==> config.mk <==
export PLATFORM = sky130hd
export DESIGN_NAME = iq_write_ctrl
export DESIGN_NICKNAME = d
export VERILOG_FILES = /design/src/rtl/iq_write_ctrl.sv
export SDC_FILE = /design/constraint.sdc
export NUM_CORES = 1
export LEC_CHECK = 0
export ABC_AREA = 1
export BUFFER_PORTS_ARGS = -buffer_cell sky130_fd_sc_hd__buf_2
export CORE_AREA = 2 2 112 82
export DETAILED_ROUTE_END_ITERATION = 8
export DIE_AREA = 0 0 114 84
export GPL_ROUTABILITY_DRIVEN = 0
export GPL_TIMING_DRIVEN = 0
export PLACE_DENSITY_LB_ADDON = 0.25
export SLEW_MARGIN = 25
export SYNTH_ARGS = -nofsm -noshare
export SYNTH_HDL_FRONTEND = slang
export SYNTH_SLANG_ARGS = --single-unit
==> constraint.sdc <==
create_clock -name clk_i -period 6.8 [get_ports clk_i]
set_clock_uncertainty 0.15 [all_clocks]
set_input_delay 1.36 -clock clk_i [delete_from_list [all_inputs] [get_ports clk_i]]
set_output_delay 1.36 -clock clk_i [all_outputs]
set_load 0.005 [all_outputs]
==> src/rtl/iq_write_ctrl.sv <==
// iq_write_ctrl: write-side controller for the dual-lane ID->IR instruction queue.
// Packs up to two decoded instructions onto the queue write lanes under a credit
// counter that mirrors the queue's free entries. Instructions that find no credit
// are parked in a 2-entry skid buffer, which then has priority over decode.

package iq_write_ctrl_pkg;
    localparam int INSTRUCTION_QUEUE_NUM_ENTRIES = 8;

    typedef struct packed {
        logic [15:0] pc;
        logic [15:0] insn;
    } id_ir_stage_t;
endpackage

// state | meaning
// ------+---------------------------------------------------------------
// EMPTY | skid buffer empty; decode is the source when ready
// HOLD1 | one parked instruction in hold slot 0; decode stalled
// HOLD2 | two parked instructions, slot 0 older; decode stalled
module iq_write_ctrl
    import iq_write_ctrl_pkg::*;
#(
    parameter int NUM_ENTRIES = INSTRUCTION_QUEUE_NUM_ENTRIES,
    parameter int CW          = $clog2(NUM_ENTRIES) + 1
) (
    input  logic          clk_i,
    input  logic          rst_i,
    input  logic          flush_i,
    input  id_ir_stage_t  dec_instr_i [2],
    input  logic [1:0]    dec_valid_i,
    output logic          dec_ready_o,
    output id_ir_stage_t  iq_instr_o  [2],
    output logic [1:0]    iq_write_o,
    input  logic [1:0]    iq_read_i,
    output logic [CW-1:0] credits_o,
    output logic          stall_o
);

    typedef enum logic [1:0] {
        EMPTY = 2'd0,
        HOLD1 = 2'd1,
        HOLD2 = 2'd2
    } hold_state_e;

    localparam logic [CW-1:0] CREDITS_RST = CW'(NUM_ENTRIES);

    hold_state_e   state_q, state_d;
    logic [CW-1:0] credits_q, credits_d;
    id_ir_stage_t  hold_q [2];
    id_ir_stage_t  hold_d [2];

    id_ir_stage_t  slot [2];
    logic [1:0]    n_src;
    logic [1:0]    w;
    logic [1:0]    leftover;
    logic [1:0]    n_ret;

    // State register; hold data is don't-care after reset/flush so it is not reset.
    always_ff @(posedge clk_i) begin
        if (rst_i) begin
            state_q   <= EMPTY;
            credits_q <= CREDITS_RST;
        end else begin
            state_q   <= state_d;
            credits_q <= credits_d;
        end
        hold_q <= hold_d;
    end

    // Output logic: pick the source, compact it toward lane 0, and size the write.
    always_comb begin
        dec_ready_o = ~rst_i & ~flush_i & (state_q == EMPTY);
        slot        = hold_q;
        n_src       = 2'd0;
        if (rst_i || flush_i) begin
            n_src = 2'd0;
        end else if (state_q == HOLD1) begin
            n_src = 2'd1;
        end else if (state_q == HOLD2) begin
            n_src = 2'd2;
        end else begin
            slot[0] = (dec_valid_i == 2'b10) ? dec_instr_i[1] : dec_instr_i[0];
            slot[1] = dec_instr_i[1];
            n_src   = {1'b0, dec_valid_i[0]} + {1'b0, dec_valid_i[1]};
        end
        // credits below n_src can only be 0 or 1, so the low two bits are exact
        w          = (CW'(n_src) > credits_q) ? credits_q[1:0] : n_src;
        iq_write_o = {w == 2'd2, w != 2'd0};
        iq_instr_o = slot;
        stall_o    = (n_src > w);
        credits_o  = credits_q;
    end

    // Next-state logic: park the unwritten tail and net writes against returns.
    always_comb begin
        leftover  = n_src - w;
        n_ret     = {1'b0, iq_read_i[0]} + {1'b0, iq_read_i[1]};
        hold_d    = hold_q;
        state_d   = EMPTY;
        credits_d = credits_q - CW'(w) + CW'(n_ret);
        if (rst_i || flush_i) begin
            state_d   = EMPTY;
            credits_d = CREDITS_RST;
        end else begin
            case (leftover)
                2'd1: begin
                    state_d   = HOLD1;
                    hold_d[0] = (w == 2'd0) ? slot[0] : slot[1];
                end
                2'd2: begin
                    state_d = HOLD2;
                    hold_d  = slot;
                end
                default: state_d = EMPTY;
            endcase
        end
    end

endmodule

* After elaboration in Yosys (flattened, before gate mapping)
Cells that the tools add are included.
Word-level totals: bits of input ports 71, bits in latches 0, register bits 70, bits in read-only memories 0, output and inout bits 72, bits in writable memories 0, word-level logic and storage cells 43, memories kept 0
Operators by class: bitwise gates (word level) 5, $add $sub $neg 5, equality and inequality tests 6, div/mod/pow operators 0, multipliers 0, reductions and logical operators 8, shift-type cells 0, muxes and demuxes 11, order comparisons 2
Operators with widths (number):
- $mux W64 | 3
- $mux W32 | 2
- $pmux W32 S2 | 1
- $eq A2 B2 Y1 const B | 4
- $mux W2 | 4
- $add A1 B1 Y2 | 2
- $add A4 B2 Y4 | 1
- $eq A2 B1 Y1 const B | 2
- $gt A2 B4 Y1 | 1
- $logic_not A2 Y1 | 2
- $pmux W2 S2 | 1
- $reduce_and A2 Y1 | 2
- $reduce_bool A2 Y1 | 2
- $sub A4 B2 Y4 | 1
- $not A1 Y1 | 3
- $and A1 B1 Y1 | 2
- $gt A2 B2 Y1 | 1
- $reduce_or A2 Y1 | 1
- $sub A2 B2 Y2 | 1
- $logic_or A1 B1 Y1 | 1

* Logic depth before layout (Yosys ltp)
depth after elaboration 10, gate-level depth with buffers 22, depth with buffers taken out 22

* Worst setup path after synthesis
OpenSTA, ideal clock, no wires.
kind input to register, start in dec_valid_i[0], end reg hold_q[0] in the netlist's numbering (enable), data arrival time 4.965 ns, path slack 1.264 ns, buffers on the path 1, data required time 6.229 ns, library setup time 0.421 ns, cell stages on the path 19, cell sequence inv_1 -> ha_1 -> nand2_1 -> nand2_1 -> ha_1 -> nand2_1 -> inv_1 -> nor2_1 -> nand2_1 -> nand2_1 -> nand2_1 -> inv_1 -> ha_1 -> inv_1 -> ha_1 -> ha_1 -> clkinv_1 -> buf_2 -> nor2_1
On the way: cells in the longest elaborated chain, start to end 9
Ends and longest elaborated chain:
- start: declaration | RTL line 30 | input logic [1:0] dec_valid_i,
- $add A1 B1 Y2 * | RTL line 84 | n_src = {1'b0, dec_valid_i[0]} + {1'b0, dec_valid_i[1]};
- $mux W2 * | RTL line 79 | end else if (state_q == HOLD2) begin
- $mux W2 * | RTL line 77 | end else if (state_q == HOLD1) begin
- $mux W2 * | RTL line 75 | if (rst_i || flush_i) begin
- $gt A2 B4 Y1 | RTL line 87 | w = (CW'(n_src) > credits_q) ? credits_q[1:0] : n_src;
- $mux W2 | RTL line 87
- $sub A2 B2 Y2 * | RTL line 96 | leftover = n_src - w;
- $eq A2 B2 Y1 * | RTL line 105 | case (leftover)
- $reduce_and A2 Y1 (no source line) *
- end signal: assignment | RTL line 67 | hold_q <= hold_d;
- end: declaration | RTL line 49 | id_ir_stage_t hold_q [2];
Mark *: on every way between the ends. The rest lies on a longest branch, timed or not. A chain may end at the register's enable or synchronous reset.

* Worst setup path in the final report
start in dec_valid_i[0], end out stall_o
On the way: cells in the longest elaborated chain, start to end 7
Ends and longest elaborated chain:
- $add A1 B1 Y2 * | RTL line 84
- $mux W2 * | RTL line 79
- $mux W2 * | RTL line 77
- $mux W2 * | RTL line 75
- $gt A2 B4 Y1 | RTL line 87
- $mux W2 | RTL line 87
- $gt A2 B2 Y1 * | RTL line 90 | stall_o = (n_src > w);
- end: declaration | RTL line 36 | output logic stall_o
Marks and branches as above.

==> summary.md <==
| Metric | Value |
|---|---|
| Status | `finished clean` |
| Crit path DAT | `3.47 ns` |
| # rows | `29` |
| Crit path kind | `input port to primary output` |
| Post-synth top area share | `46.4%` |
| Critical path data required time | `5.29 ns` |
| Total negative slack | `0 ns` |
| Number of CTS-inserted buffers | `9` |
| Peak VDD IR | `0.126 mV` |
| Final Slew Violations | `0` |
| Worst Setup Start Kind | `input port` |
| Worst-path clk slew | `0.06 ns` |
| Initial DRC count | `240` |
| Final ANT Viol Nets | `0` |
| CP Max Fanout | `3` |
| CP endpoint kind | `primary output` |
| Min cycle time layout | `4.98 ns` |
| Yosys Warn Count | `0` |
| Die width | `114 um` |
| Core Util, Final | `62.7%` |
| Area post-placement | `5050 um^2` |
| Vias in the first global route | `3736` |
| Total core area | `8640 um^2` |
| Worst-Margin Slew | `0.665 ns` |
| Post-CTS Hold Buffers | `0` |
| CTS resizes | `0` |
| Netlist cell types | `26` |
| Root Driver | `clkbuf_16` |
| Clk buf depth | `2` |
| Initial antenna violation count | `0` |
| Syn nets | `594` |
| Largest family of logic cells by synthesized area | `simple AND/OR/NAND/NOR gates` |
| Post-CTS setup buffer count | `0` |
| Tcrit/Tclk final | `73.3%` |
| Synth Area in Adders | `4.60%` |
| Largest cells by area after synthesis | `edfxtp_1, nand2_1, o21ai_1, inv_1, nand3_1` |
| Hold Crit Class | `flip-flop to flip-flop` |
| CTS Sinks | `70` |
| Max Clk Rate | `201 MHz` |
| Share of layout cells above drive strength 1 | `28.7%` |
| Compound-cell area share of the yosys netlist | `11.7%` |
| Cell taking the most area after synthesis | `edfxtp_1` |
| Mapped Area | `4140 um^2` |
| Drt wl/cell | `14.5 um` |
| Number of antenna diodes | `0` |
| Layout net count | `749` |
| Vias per cell | `5.05` |
| Slew headroom | `55.5%` |
| Die height | `84 um` |
| Clk_lat worst skew | `0.33 ns` |
| H-tree Lvls | `3` |
| Fin. Hold Viols | `0` |
| Post-Syn Instances | `509` |
| Most frequent cells in the layout | `nand2_1, buf_2, edfxtp_1` |
| DRT Pass-1 Iters | `5` |
| Finished Cell Area | `5420 um^2` |
| Final Power | `1.44 mW` |
| Total global-route track usage | `23.6%` |
| Detailed placement HPWL | `8100 um` |
| Setup violations, final | `0` |
| Leakage power | `2.65 nW` |
| Largest net degree at the start of global routing | `20` |
| Area Growth Syn to Fin | `30.9%` |
| Simple-gate area share of the yosys netlist | `23.8%` |
| WL final | `11200 um` |
| Synth Area in XOR/XNOR | `0.423%` |
| Initial Util | `47.9%` |
| First-pass GRT wire length | `17700 um` |
| Top-Level Pins | `143` |
| Mux contribution to synthesized area | `0.272%` |
| Fillers | `767` |
| Commonest non-fill, non-tap cell in the layout | `nand2_1` |
| Post-synthesis sequential area ratio | `49.3%` |
| Worst hold margin | `0.468 ns` |
| Die area | `9580 um^2` |
| CTS tree | `done` |
| I/O Buffers | `142` |
| PD cells | `265 nW/um^2` |
| Post-route DRC violation count | `0` |
| Grt total ovfl | `0` |
| Yosys reg bits | `70` |
| Synthesized area per cell | `8.13 um^2` |
| Unrepaired setup endpoints after global routing | `false` |
| Max Cap Viol | `0` |
| DR vias | `3920` |
[cells in the mapped netlist, drive strengths merged]
master / count
a211oi: 1
buf: 20
clkbuf: 9
clkinv: 1
dfxtp: 6
edfxtp: 64
fa: 2
ha: 12
inv: 58
mux2: 1
nand2: 185
nand3: 36
nor2: 16
nor3: 1
o21a: 1
o21ai: 94
xor2: 2
[where the power goes]
| group | switching [mW] | internal (mW) | total (mW) | leakage [nW] |
|---|---|---|---|---|
| combinational | 0.212 | 0.133 | 0.345 | 1.84 |
| sequential | 0.00727 | 0.512 | 0.519 | 0.632 |
| clock | 0.178 | 0.393 | 0.572 | 0.175 |
| total | 0.397 | 1.04 | 1.44 | 2.65 |
[cell type report]
cell class,count,area [um^2],area share [%]
flip-flops and latches,70,2040,37.7
multi-input cells,351,1700,31.5
repair buffers,144,766,14.1
clock buffers,9,225,4.16
inverters,59,221,4.09
plain buffers,29,185,3.42
clock inverters,7,136,2.52
well taps,108,135,2.50
[per-layer routing]
| metal | vias to the layer above | share of wire (%) | track usage (%) |
|---|---|---|---|
| li1 | 1978 | - | - |
| met1 | 1757 | 46 | 33.1 |
| met2 | 176 | 45 | 37.0 |
| met3 | 9 | 8.8 | 6.03 |
| met4 | 0 | 0.58 | 5.10 |
| met5 | - | 0 | 0 |
[worst paths after layout]
check	slack, ns	start	to	depth (start not counted)
worst max-delay path	1.82	dec_valid_i[0]	stall_o	19
worst min-delay path	0.47	hold_q[8]	hold_q[8]	2
worst max register to register	2.76	state_q[1]	hold_q[13]	20
worst min register to register	0.47	hold_q[8]	hold_q[8]	2
[state kept, by name, indices dropped and copies added (netlist names)]
register	flops
credits_o	4
hold_q	64
state_q	2
[critical path, cell delays in order]
cell and delay, ns:
buf_2 0.09, inv_1 0.04, ha_1 0.27, nand2_1 0.07, nand2_1 0.10, ha_1 0.29
nand2_1 0.06, inv_1 0.04, nor2_1 0.14, nand2_1 0.11, nand2_1 0.08, nand2_1 0.07
inv_1 0.12, ha_1 0.16, inv_1 0.05, ha_1 0.18, nand2_1 0.06, o21ai_0 0.07
buf_2 0.13
[through the flow]
step                      worst slack [ns]  std cells
final                                 1.82        777
after global routing                  1.56        777
after floorplan                       1.26        509
after CTS                             1.79        777
after global placement              0.0907        759
after detailed placement              1.50        761
[cells by family after synthesis]
| logic type | count (synthesis) |
|---|---|
| multiplexers | 1 |
| buffers and inverters | 88 |
| adder cells (fa/ha/maj) | 14 |
| flip-flops | 70 |
| AND/OR/NAND/NOR | 238 |
| XOR/XNOR | 2 |
| AO/OA/AOI/OAI | 96 |
No activity file was read; power rests on OpenSTA's default activity.
